[config.mk]
export PLATFORM = sky130hd
export DESIGN_NAME = axis_pkt_rx
export DESIGN_NICKNAME = d
export VERILOG_FILES = /design/src/rtl/axis_pkg.sv /design/src/rtl/axis_rx_result_reg.sv /design/src/rtl/axis_pkt_rx.sv
export SDC_FILE = /design/constraint.sdc
export NUM_CORES = 1
export LEC_CHECK = 0
export CORE_UTILIZATION = 57
export CTS_CLUSTER_SIZE = 14
export DETAILED_ROUTE_END_ITERATION = 6
export GPL_TIMING_DRIVEN = 1
export PLACE_DENSITY = 0.9
export RECOVER_POWER = 100
export SETUP_SLACK_MARGIN = 0.3
export SLEW_MARGIN = 20
export SYNTH_ARGS = -nofsm -noshare
export SYNTH_HDL_FRONTEND = slang
export SYNTH_SLANG_ARGS = --single-unit
[constraint.sdc]
create_clock -name s_axis_aclk -period 5.7 [get_ports s_axis_aclk]
set_input_delay 0.57 -clock s_axis_aclk [delete_from_list [all_inputs] [get_ports s_axis_aclk]]
set_output_delay 0.57 -clock s_axis_aclk [all_outputs]
set_load 0.005 [all_outputs]
[src/rtl/axis_pkg.sv]
// Shared types and default geometry for the 8-bit, 4-beat AXI4-Stream packet path.
package axis_pkg;

  localparam int AXIS_DATA_W  = 8;
  localparam int AXIS_PKT_LEN = 4;
  localparam int AXIS_SUM_W   = AXIS_DATA_W + $clog2(AXIS_PKT_LEN);
  localparam int AXIS_CNT_W   = $clog2(AXIS_PKT_LEN + 1);

  typedef enum logic {
    ACC   = 1'b0,
    STALL = 1'b1
  } rx_state_t;

  typedef struct packed {
    logic [AXIS_SUM_W-1:0] sum;
    logic [AXIS_CNT_W-1:0] beats;
    logic                  err;
  } rx_rec_t;

endpackage

[src/rtl/axis_rx_result_reg.sv]
// One-entry valid/ready holding register for packet result records.
// free_o is high when the entry is empty or draining this cycle, so a new record may load.
module axis_rx_result_reg
  import axis_pkg::*;
#(
  parameter int REC_W = $bits(rx_rec_t)
) (
  input  logic             clk,
  input  logic             rst,
  input  logic             load_i,
  input  logic [REC_W-1:0] load_rec_i,
  input  logic             ready_i,
  output logic             valid_o,
  output logic [REC_W-1:0] rec_o,
  output logic             free_o
);

  logic             valid_q, valid_d;
  logic [REC_W-1:0] rec_q, rec_d;

  assign free_o = !valid_q || ready_i;

  always_comb begin
    valid_d = valid_q;
    rec_d   = rec_q;
    if (load_i) begin
      valid_d = 1'b1;
      rec_d   = load_rec_i;
    end else if (ready_i) begin
      valid_d = 1'b0;
    end
  end

  always_ff @(posedge clk or posedge rst) begin
    if (rst) begin
      valid_q <= 1'b0;
      rec_q   <= '0;
    end else begin
      valid_q <= valid_d;
      rec_q   <= rec_d;
    end
  end

  assign valid_o = valid_q;
  assign rec_o   = rec_q;

endmodule

[src/rtl/axis_pkt_rx.sv]
// AXI4-Stream packet receiver: sums each tlast-framed packet, flags framing errors,
// and emits one record per packet. Optional AXIS_RX_ERR_CNT_EN adds a saturating err_count.
module axis_pkt_rx
  import axis_pkg::*;
#(
  parameter  int DATA_W  = AXIS_DATA_W,
  parameter  int PKT_LEN = AXIS_PKT_LEN,
  localparam int SUM_W   = DATA_W + $clog2(PKT_LEN),
  localparam int CNT_W   = $clog2(PKT_LEN + 1)
) (
  input  logic              s_axis_aclk,
  input  logic              s_axis_areset,
  input  logic              s_axis_tvalid,
  input  logic [DATA_W-1:0] s_axis_tdata,
  input  logic              s_axis_tlast,
  output logic              s_axis_tready,
  output logic              pkt_valid,
  input  logic              pkt_ready,
  output logic [SUM_W-1:0]  pkt_sum,
  output logic [CNT_W-1:0]  pkt_beats,
  output logic              pkt_err
`ifdef AXIS_RX_ERR_CNT_EN
  ,
  output logic [7:0]        err_count
`endif
);

  typedef struct packed {
    logic [SUM_W-1:0] sum;
    logic [CNT_W-1:0] beats;
    logic             err;
  } rec_t;

  rx_state_t        state_q, state_d;
  logic [SUM_W-1:0] acc_q, acc_d;
  logic [CNT_W-1:0] cnt_q, cnt_d;
  logic             err_q, err_d;

  logic             beat_ok, full, close, close_err;
  logic [SUM_W-1:0] sum_next;
  logic [CNT_W-1:0] cnt_next;
  logic             load, res_free;
  rec_t             load_rec, out_rec;

  assign s_axis_tready = (state_q == ACC);
  assign beat_ok       = s_axis_tvalid && s_axis_tready;
  assign sum_next      = acc_q + SUM_W'(s_axis_tdata);
  assign cnt_next      = cnt_q + CNT_W'(1);
  assign full          = (cnt_next == CNT_W'(PKT_LEN));
  assign close         = beat_ok && (s_axis_tlast || full);
  // Short packet (tlast early) or long packet (PKT_LEN beats without tlast).
  assign close_err     = s_axis_tlast != full;

  always_comb begin
    state_d        = state_q;
    acc_d          = acc_q;
    cnt_d          = cnt_q;
    err_d          = err_q;
    load           = 1'b0;
    load_rec.sum   = sum_next;
    load_rec.beats = cnt_next;
    load_rec.err   = close_err;
    case (state_q)
      ACC: begin
        if (beat_ok) begin
          if (close && res_free) begin
            load  = 1'b1;
            acc_d = '0;
            cnt_d = '0;
            err_d = 1'b0;
          end else begin
            acc_d = sum_next;
            cnt_d = cnt_next;
            if (close) begin
              err_d   = close_err;
              state_d = STALL;
            end
          end
        end
      end
      STALL: begin
        // The accumulator itself holds the closed record until the result slot frees.
        load_rec.sum   = acc_q;
        load_rec.beats = cnt_q;
        load_rec.err   = err_q;
        if (res_free) begin
          load    = 1'b1;
          acc_d   = '0;
          cnt_d   = '0;
          err_d   = 1'b0;
          state_d = ACC;
        end
      end
    endcase
  end

  always_ff @(posedge s_axis_aclk or posedge s_axis_areset) begin
    if (s_axis_areset) begin
      state_q <= ACC;
      acc_q   <= '0;
      cnt_q   <= '0;
      err_q   <= 1'b0;
    end else begin
      state_q <= state_d;
      acc_q   <= acc_d;
      cnt_q   <= cnt_d;
      err_q   <= err_d;
    end
  end

  axis_rx_result_reg #(
    .REC_W($bits(rec_t))
  ) u_result (
    .clk        (s_axis_aclk),
    .rst        (s_axis_areset),
    .load_i     (load),
    .load_rec_i (load_rec),
    .ready_i    (pkt_ready),
    .valid_o    (pkt_valid),
    .rec_o      (out_rec),
    .free_o     (res_free)
  );

  assign pkt_sum   = out_rec.sum;
  assign pkt_beats = out_rec.beats;
  assign pkt_err   = out_rec.err;

`ifdef AXIS_RX_ERR_CNT_EN
  logic [7:0] err_cnt_q, err_cnt_d;

  always_comb begin
    err_cnt_d = err_cnt_q;
    if (load && load_rec.err && (err_cnt_q != 8'hFF)) err_cnt_d = err_cnt_q + 8'd1;
  end

  always_ff @(posedge s_axis_aclk or posedge s_axis_areset) begin
    if (s_axis_areset) err_cnt_q <= 8'd0;
    else               err_cnt_q <= err_cnt_d;
  end

  assign err_count = err_cnt_q;
`endif

endmodule

==> impl_metrics.sql, run 1 <==
INSERT INTO impl_metrics (metric_group, metric, value, unit) VALUES
('run_status', 'status', 'finished with violations', ''),
('run_status', 'failed_checks', 'DRC, capacitance limit, slew limit', ''),
('synth', 'ys.warnings.count', '0', ''),
('synth', 'cell_count_after_synthesis', '191', ''),
('routing', 'antenna_violating_nets_post_route', '0', ''),
('clocking', 'cts.sink_count', '30', ''),
('place', 'detailed_place_hpwl', '2970', 'um'),
('hold_path', 'hold_path_startpoint', 'u_result.rec_o[9]', ''),
('setup_path', 'crit_buf_inv', '3', ''),
('timing', 'timing.final.hold_violations', '0', ''),
('place', 'numPortBuffers', '28', ''),
('synth', 'mapped_area', '1780', 'um^2'),
('synth', 'yosys.cell_count.top_type', 'sky130_fd_sc_hd__dfrtp_1', ''),
('synth', 'synth_seq_area_share', '42.1', '%'),
('layout', 'area_delta_synth_final', '19.6', '%'),
('layout', 'finish.net_count', '244', ''),
('synth', 'syn_nets', '216', ''),
('routing', 'postRouteWirelength', '4160', 'um'),
('timing', 'setup-tns-final', '0', 'ns'),
('pwr', 'ir_worst_vdd', '253', 'uV'),
('hold_path', 'hp-class', 'register to register', ''),
('synth', 'synth-edff-count', '0', ''),
('setup_path', 'timing.critical_path.fanout_max', '28', ''),
('die', 'floorplan.initialDensity', '62.5', '%'),
('die', 'num_rows', '19', ''),
('clocking', 'post-cts-setup-buffer-count', '0', ''),
('clocking', 'cts_buffers', '5', ''),
('die', 'design.portCount', '29', ''),
('layout', 'antenna-diode-count', '0', ''),
('synth', 'synth-main-ff-cell', 'sky130_fd_sc_hd__dfrtp_1', ''),
('clocking', 'tritoncts', 'yes', ''),
('place', 'detailedPlace.worstSlack', '2.78', 'ns'),
('layout', 'fillers', '204', ''),
('layout', 'final-instance-count-excl-fill', '251', ''),
('die', 'die_h', '57.9', 'um'),
('setup_path', 'cp_data_required_time', '5.13', 'ns'),
('grt', 'first_global_vias', '1568', ''),
('routing', 'route.detailed.drc', '2', ''),
('place', 'post-place-cells', '243', ''),
('setup_path', 'crit_path_max_incr_delay', '1.00', 'ns'),
('grt', 'grt_remaining_overflow', '0', ''),
('grt', 'wire_length_of_the_first_global_routing_pass', '7060', 'um'),
('routing', 'wl_per_cell', '16.6', 'um'),
('layout', 'postLayoutCellArea', '2130', 'um^2'),
('routing', 'detailedRoute.firstIterationViolations', '95', ''),
('setup_path', 'critPathKind', 'register to output port', ''),
('routing', 'drt_first_pass_iters', '6', ''),
('synth', 'netlist.area_leader.share', '42.1', '%'),
('setup_path', 'crit_path_cell_trace', 'clkbuf_1 > inv_1 > clkdlybuf4s50_1', ''),
('die', 'floorplan.core_area', '2850', 'um^2'),
('clocking', 'clock-root-buffer', 'sky130_fd_sc_hd__clkbuf_4', ''),
('grt', 'maximum_number_of_pins_on_one_net_before_global_route_repair', '33', ''),
('place', 'gp_congestion', '0.866', ''),
('flow_run', 'max-cap-violations', '1', ''),
('setup_path', 'worstSetupEndpointType', 'output port', ''),
('timing', 'timing.clock.skew', '0.00368', 'ns'),
('clocking', 'clkSlewWorstSetupHoldPaths', '0.09', 'ns'),
('synth', 'ys_async_sr_fraction', '100', '%'),
('clocking', 'ctsHtreeMaxLevel', '2', ''),
('timing', 'timing_max_transition_violations_final', '14', ''),
('setup_path', 'timing.critical_path.max_delay_family', 'buffers and inverters', ''),
('pwr', 'power_density_of_the_placed_cells', '423', 'nW/um^2'),
('clocking', 'cts_hold_buffers', '0', ''),
('routing', 'num_vias', '1573', ''),
('synth', 'post-synth-top-area-cell', 'sky130_fd_sc_hd__dfrtp_1', ''),
('timing', 'finalWorstSetupSlack', '2.56', 'ns'),
('timing', 'finalCriticalPeriod', '3.14', 'ns'),
('routing', 'post_drt_via_cell_ratio', '6.27', ''),
('synth', 'synth_area_leaders', 'sky130_fd_sc_hd__dfrtp_1 (42%), sky130_fd_sc_hd__ha_1 (7.7%), sky130_fd_sc_hd__o21ai_0 (6.5%)', ''),
('synth', 'synth_seq_cells', '30', ''),
('timing', 'worstMarginPinSlew', '1.66', 'ns');
[registers in the layout, indices dropped and copies added, names as in the netlist]
signal / count
u_result.valid_o: 1
err_q: 1
state_q: 1
u_result.rec_o: 14
acc_q: 10
cnt_q: 3
[cells in the final DEF (no fill, tap or decap), drive strengths merged, types with 3 or more instances in the layout]
master / Yosys / final
a211oi: 4 / 4
a21oi: 10 / 10
a22o: 4 / 4
clkbuf: 1 / 8
clkdlybuf4s50: 0 / 10
dfrtp: 30 / 30
dlygate4sd3: 0 / 18
ha: 11 / 11
inv: 8 / 8
mux2i: 8 / 8
nand2: 23 / 23
nand3: 10 / 10
nor2: 10 / 10
nor3: 4 / 4
nor3b: 3 / 3
o21ai: 28 / 28
xor2: 5 / 5
[worst min-delay path: stages (launching register included)]
cell and delay (ns):
sky130_fd_sc_hd__dfrtp_1 0.34, sky130_fd_sc_hd__nand2_1 0.05, sky130_fd_sc_hd__nand3_1 0.06
[kinds of logic after synthesis]
family	synth area share, %
buffers and inverters	4.00
muxes	4.49
AOI/OAI and AO/OA	20.7
adders and majority gates	8.84
DFF	42.1
and+or+nand+nor	16.9
xor gates and xnor gates	2.95
[metal layers]
| metal | vias to the layer above | global-route usage (%) | wire, um |
|---|---|---|---|
| li1 | 748 | - | - |
| met3 | 8 | 7.37 | 276 |
| met1 | 759 | 32.1 | 1640 |
| met2 | 58 | 48.9 | 2170 |
| met4 | 0 | 12.9 | 65 |
| met5 | - | 0 | 0 |
[worst paths after layout]
kind | depth (start not counted) | slack (ns) | end
setup / recovery | 3 | 2.56 | s_axis_tready
hold / removal | 2 | 0.48 | u_result.rec_o[9]
setup reg to reg | 4 | 2.78 | acc_q[8]
hold reg to reg | 2 | 0.48 | u_result.rec_o[9]
max in group asynchronous | 2 | 4.06 | state_q
min in group asynchronous | 2 | 0.96 | u_result.rec_o[6]
[through the flow]
stage / util, % / hold slack, ns
global route: 74.7 / 0.513
finish: 74.7 / 0.481
floorplan: - / 0.472
global placement: 72.5 / 0.462
detailed placement: 72.5 / 0.466
CTS: 74.6 / 0.494
[final cells by class]
| cell class | count | area (um^2) | area share, % |
|---|---|---|---|
| Sequential cell | 30 | 751 | 35.2 |
| Timing Repair Buffer | 29 | 284 | 13.3 |
| Clock buffer | 7 | 55.1 | 2.58 |
| Tap cell | 31 | 38.8 | 1.82 |
| Inverter | 8 | 30.0 | 1.41 |
| Clock inverter | 1 | 5.00 | 0.235 |
| Multi-Input combinational cell | 145 | 968 | 45.4 |
[power breakdown]
| part | internal [mW] | switching (mW) |
|---|---|---|
| logic | 0.203 | 0.228 |
| registers | 0.287 | 0.0505 |
| clock network | 0.0597 | 0.0753 |
| total | 0.549 | 0.353 |
Note: power is estimated with default switching activity, not from simulation.
==> run 2, diff against run 1 <==
CORE_UTILIZATION = 48   (was 57)
PLACE_DENSITY = 0.82   (was 0.9)
clock period = 2.58 ns   (was 5.7 ns; I/O delays follow)
==> run 2 against run 1 <==
The run ends with capacitance limit, slew limit left. Total power is 120% higher. Sequential share of layout area fell by 1.1 points. Final cell count up 8.0%. Die area grew 18%. Setup slack got worse by 2.2 ns. Hold slack got worse by 0.011 ns. Global-route usage fell by 6.5 points. First-iteration DRC count rose by 26%.
==> impl_metrics.sql, run 2 (synthesis results as in run 1) <==
INSERT INTO impl_metrics (metric_group, metric, value, unit) VALUES
('run_status', 'status', 'finished with violations', ''),
('run_status', 'failed_checks', 'capacitance limit, slew limit', ''),
('place', 'numPortBuffers', '28', ''),
('timing', 'timing.final.hold_violations', '0', ''),
('grt', 'grt_remaining_overflow', '0', ''),
('setup_path', 'worst_setup_path_start_kind', 'register', ''),
('timing', 'finalHoldWorstSlack', '0.470', 'ns'),
('pwr', 'share_clk_of_total_power', '17.5', '%'),
('pwr', 'power.switching_fraction', '37.1', '%'),
('setup_path', 'timing.critical_path.mode_cell', 'sky130_fd_sc_hd__ha_1', ''),
('pwr', 'power_frac_seq', '36.6', '%'),
('timing', 'period_share', '86.9', '%'),
('die', 'floorplan.core_area', '3440', 'um^2'),
('place', 'detailedPlace.worstSlack', '0.125', 'ns'),
('clocking', 'clock-root-buffer', 'sky130_fd_sc_hd__clkbuf_8', ''),
('setup_path', 'timing.critical_path.max_delay_family', 'simple AND/OR/NAND/NOR gates', ''),
('timing', 'maxClockFrequency', '446', 'MHz'),
('layout', 'finish.net_count', '250', ''),
('setup_path', 'crit_path_cell_trace', 'ha_1 > ha_1 > inv_1 > ha_1 > nor2b_1 > o21ai_4 > or3_1 > or3_1 > nand3_1', ''),
('layout', 'seqCellArea', '751', 'um^2'),
('layout', 'postLayoutCellArea', '2200', 'um^2'),
('clocking', 'tritoncts', 'yes', ''),
('layout', 'area_delta_synth_final', '23.4', '%'),
('routing', 'postRouteWirelength', '3720', 'um'),
('clocking', 'clkSlewWorstSetupHoldPaths', '0.06', 'ns'),
('grt', 'first_global_vias', '1463', ''),
('layout', 'drive_above_1_share', '8.89', '%'),
('layout', 'layout.cells.most_common', 'sky130_fd_sc_hd__dfrtp_1', ''),
('timing', 'timing_max_transition_violations_final', '31', ''),
('grt', 'wire_length_of_the_first_global_routing_pass', '6630', 'um'),
('routing', 'num_vias', '1527', ''),
('pwr', 'design_power_total', '2.03', 'mW'),
('timing', 'finalWorstSetupSlack', '0.339', 'ns'),
('setup_path', 'timing.critical_path.fanout_max', '19', ''),
('layout', 'antenna-diode-count', '0', ''),
('timing', 'worstMarginPinSlew', '1.62', 'ns'),
('die', 'num_rows', '21', ''),
('die', 'area_of_the_die', '3960', 'um^2'),
('die', 'design.portCount', '29', ''),
('die', 'die_h', '62.9', 'um'),
('timing', 'finalCriticalPeriod', '2.24', 'ns'),
('place', 'post-place-cells', '264', ''),
('clocking', 'cts.sink_count', '30', ''),
('timing', 'setup-tns-final', '0', 'ns'),
('pwr', 'power_density_of_the_placed_cells', '922', 'nW/um^2'),
('flow_run', 'max-cap-violations', '1', ''),
('pwr', 'switching_power', '0.753', 'mW'),
('pwr', 'ir_worst_vdd', '400', 'uV'),
('timing', 'max-slew-margin-rel', '-7.82', '%'),
('clocking', 'ctsHtreeMaxLevel', '2', ''),
('layout', 'final_cell_mix', 'sky130_fd_sc_hd__dfrtp_1 (30), sky130_fd_sc_hd__nand2_1 (23), sky130_fd_sc_hd__o21ai_0 (23), sky130_fd_sc_hd__dlygate4sd3_1 (17)', ''),
('place', 'detailed_place_hpwl', '2630', 'um'),
('clocking', 'cts_buffers', '5', ''),
('layout', 'fillers', '297', ''),
('place', 'gp_congestion', '0.848', ''),
('clocking', 'cts_hold_buffers', '0', ''),
('setup_path', 'worstSetupEndpointType', 'register', ''),
('clocking', 'clock_insertion_delay_worst_skew', '0.29', 'ns'),
('setup_path', 'cp.arrival', '2.46', 'ns'),
('layout', 'max_ffs_per_register', '14', ''),
('setup_path', 'cp_data_required_time', '2.80', 'ns'),
('grt', 'grt_use_total', '21.6', '%'),
('routing', 'drt_first_pass_iters', '4', ''),
('grt', 'maximum_number_of_pins_on_one_net_before_global_route_repair', '31', ''),
('setup_path', 'critPathKind', 'register to register', ''),
('layout', 'multi_input_comb_area', '965', 'um^2'),
('pwr', 'internal-power', '1.28', 'mW'),
('die', 'floorplan.die.width', '62.9', 'um'),
('die', 'floorplan.initialDensity', '51.8', '%'),
('setup_path', 'crit_buf_inv', '1', ''),
('routing', 'antenna_violating_nets_post_route', '0', ''),
('pwr', 'power.static_leakage', '1.02', 'nW'),
('routing', 'wl_per_cell', '13.7', 'um'),
('routing', 'post_drt_via_cell_ratio', '5.63', ''),
('layout', 'fin_util', '63.9', '%'),
('pwr', 'combinationalPowerShare', '46.0', '%'),
('timing', 'rsz0062_at_grt', 'no', ''),
('layout', 'final-instance-count-excl-fill', '271', ''),
('routing', 'detailedRoute.firstIterationViolations', '120', ''),
('timing', 'report.final.setup_viol', '0', ''),
('routing', 'route.detailed.drc', '0', ''),
('hold_path', 'hp-class', 'register to register', ''),
('clocking', 'cts_max_path_bufs', '2', ''),
('timing', 'timing.clock.skew', '0.00682', 'ns'),
('setup_path', 'crit_path_max_incr_delay', '0.40', 'ns'),
('place', 'postPlaceCellArea', '2130', 'um^2'),
('setup_path', 'critical-path-slowest-cell', 'sky130_fd_sc_hd__dfrtp_1', ''),
('grt', 'antenna_found_initial', '0', '');
-- run 2: cell types whose count changed in the layout (fill, tap and decap cells not counted) --
cell,delta
sky130_fd_sc_hd__a21boi_1,+1
sky130_fd_sc_hd__a21boi_2,-1
sky130_fd_sc_hd__buf_4,+2
sky130_fd_sc_hd__clkbuf_1,+1
sky130_fd_sc_hd__clkbuf_2,+1
sky130_fd_sc_hd__clkbuf_4,-4
sky130_fd_sc_hd__clkbuf_8,+4
sky130_fd_sc_hd__clkdlybuf4s50_1,+1
sky130_fd_sc_hd__clkinv_2,+1
sky130_fd_sc_hd__dlygate4sd3_1,-1
-- run 2: what timing repair did --
action,CTS,global route
setup buffers,0,0
gates resized for setup,1,2
setup endpoints to repair,2,3
cloned,0,0
-- run 2: worst min-delay path, stage by stage (launching register included) --
cell and delay, ns:
sky130_fd_sc_hd__dfrtp_1 0.34, sky130_fd_sc_hd__nand2_1 0.04, sky130_fd_sc_hd__o21ai_0 0.06
-- run 2: power groups by stage --
| stage | combinational, mW | clock (mW) | sequential, mW |
|---|---|---|---|
| finish | 0.933 | 0.355 | 0.742 |
| global route | 1.05 | 0.384 | 0.772 |
| CTS | 0.979 | 0.360 | 0.749 |
| detailed placement | 0.969 | 0 | 0.757 |
| global placement | 0.943 | 0 | 0.752 |
| floorplan | 0.619 | 0 | 0.748 |
-- run 2: cell type report --
class | count | share of cell area (%)
multi-input cells | 145 | 43.8
repair buffers | 35 | 14.5
well taps | 46 | 2.62
inverters | 8 | 1.36
clock buffers | 5 | 3.13
clock inverters | 2 | 0.455
flip-flops and latches | 30 | 34.1
-- run 2: path summary, 6_finish.rpt --
kind | cells after the start | slack, ns | to | startpoint
max in group asynchronous | 3 | 0.67 | u_result.rec_o[7] | s_axis_areset
worst min-delay path | 2 | 0.47 | u_result.rec_o[4] | u_result.rec_o[4]
min in group asynchronous | 3 | 0.96 | u_result.rec_o[3] | s_axis_areset
worst max register to register | 9 | 0.34 | u_result.rec_o[13] | cnt_q[0]
worst max-delay path | 9 | 0.34 | u_result.rec_o[13] | cnt_q[0]
worst min register to register | 2 | 0.47 | u_result.rec_o[4] | u_result.rec_o[4]
-- run 2: metal layers --
layer | GRT usage, % | wire length (um) | vias to the layer above
li1 | - | - | 759
met1 | 27.9 | 1740 | 722
met2 | 34.8 | 1770 | 37
met3 | 4.56 | 149 | 9
met4 | 8.72 | 61 | 0
met5 | 0 | 0 | -
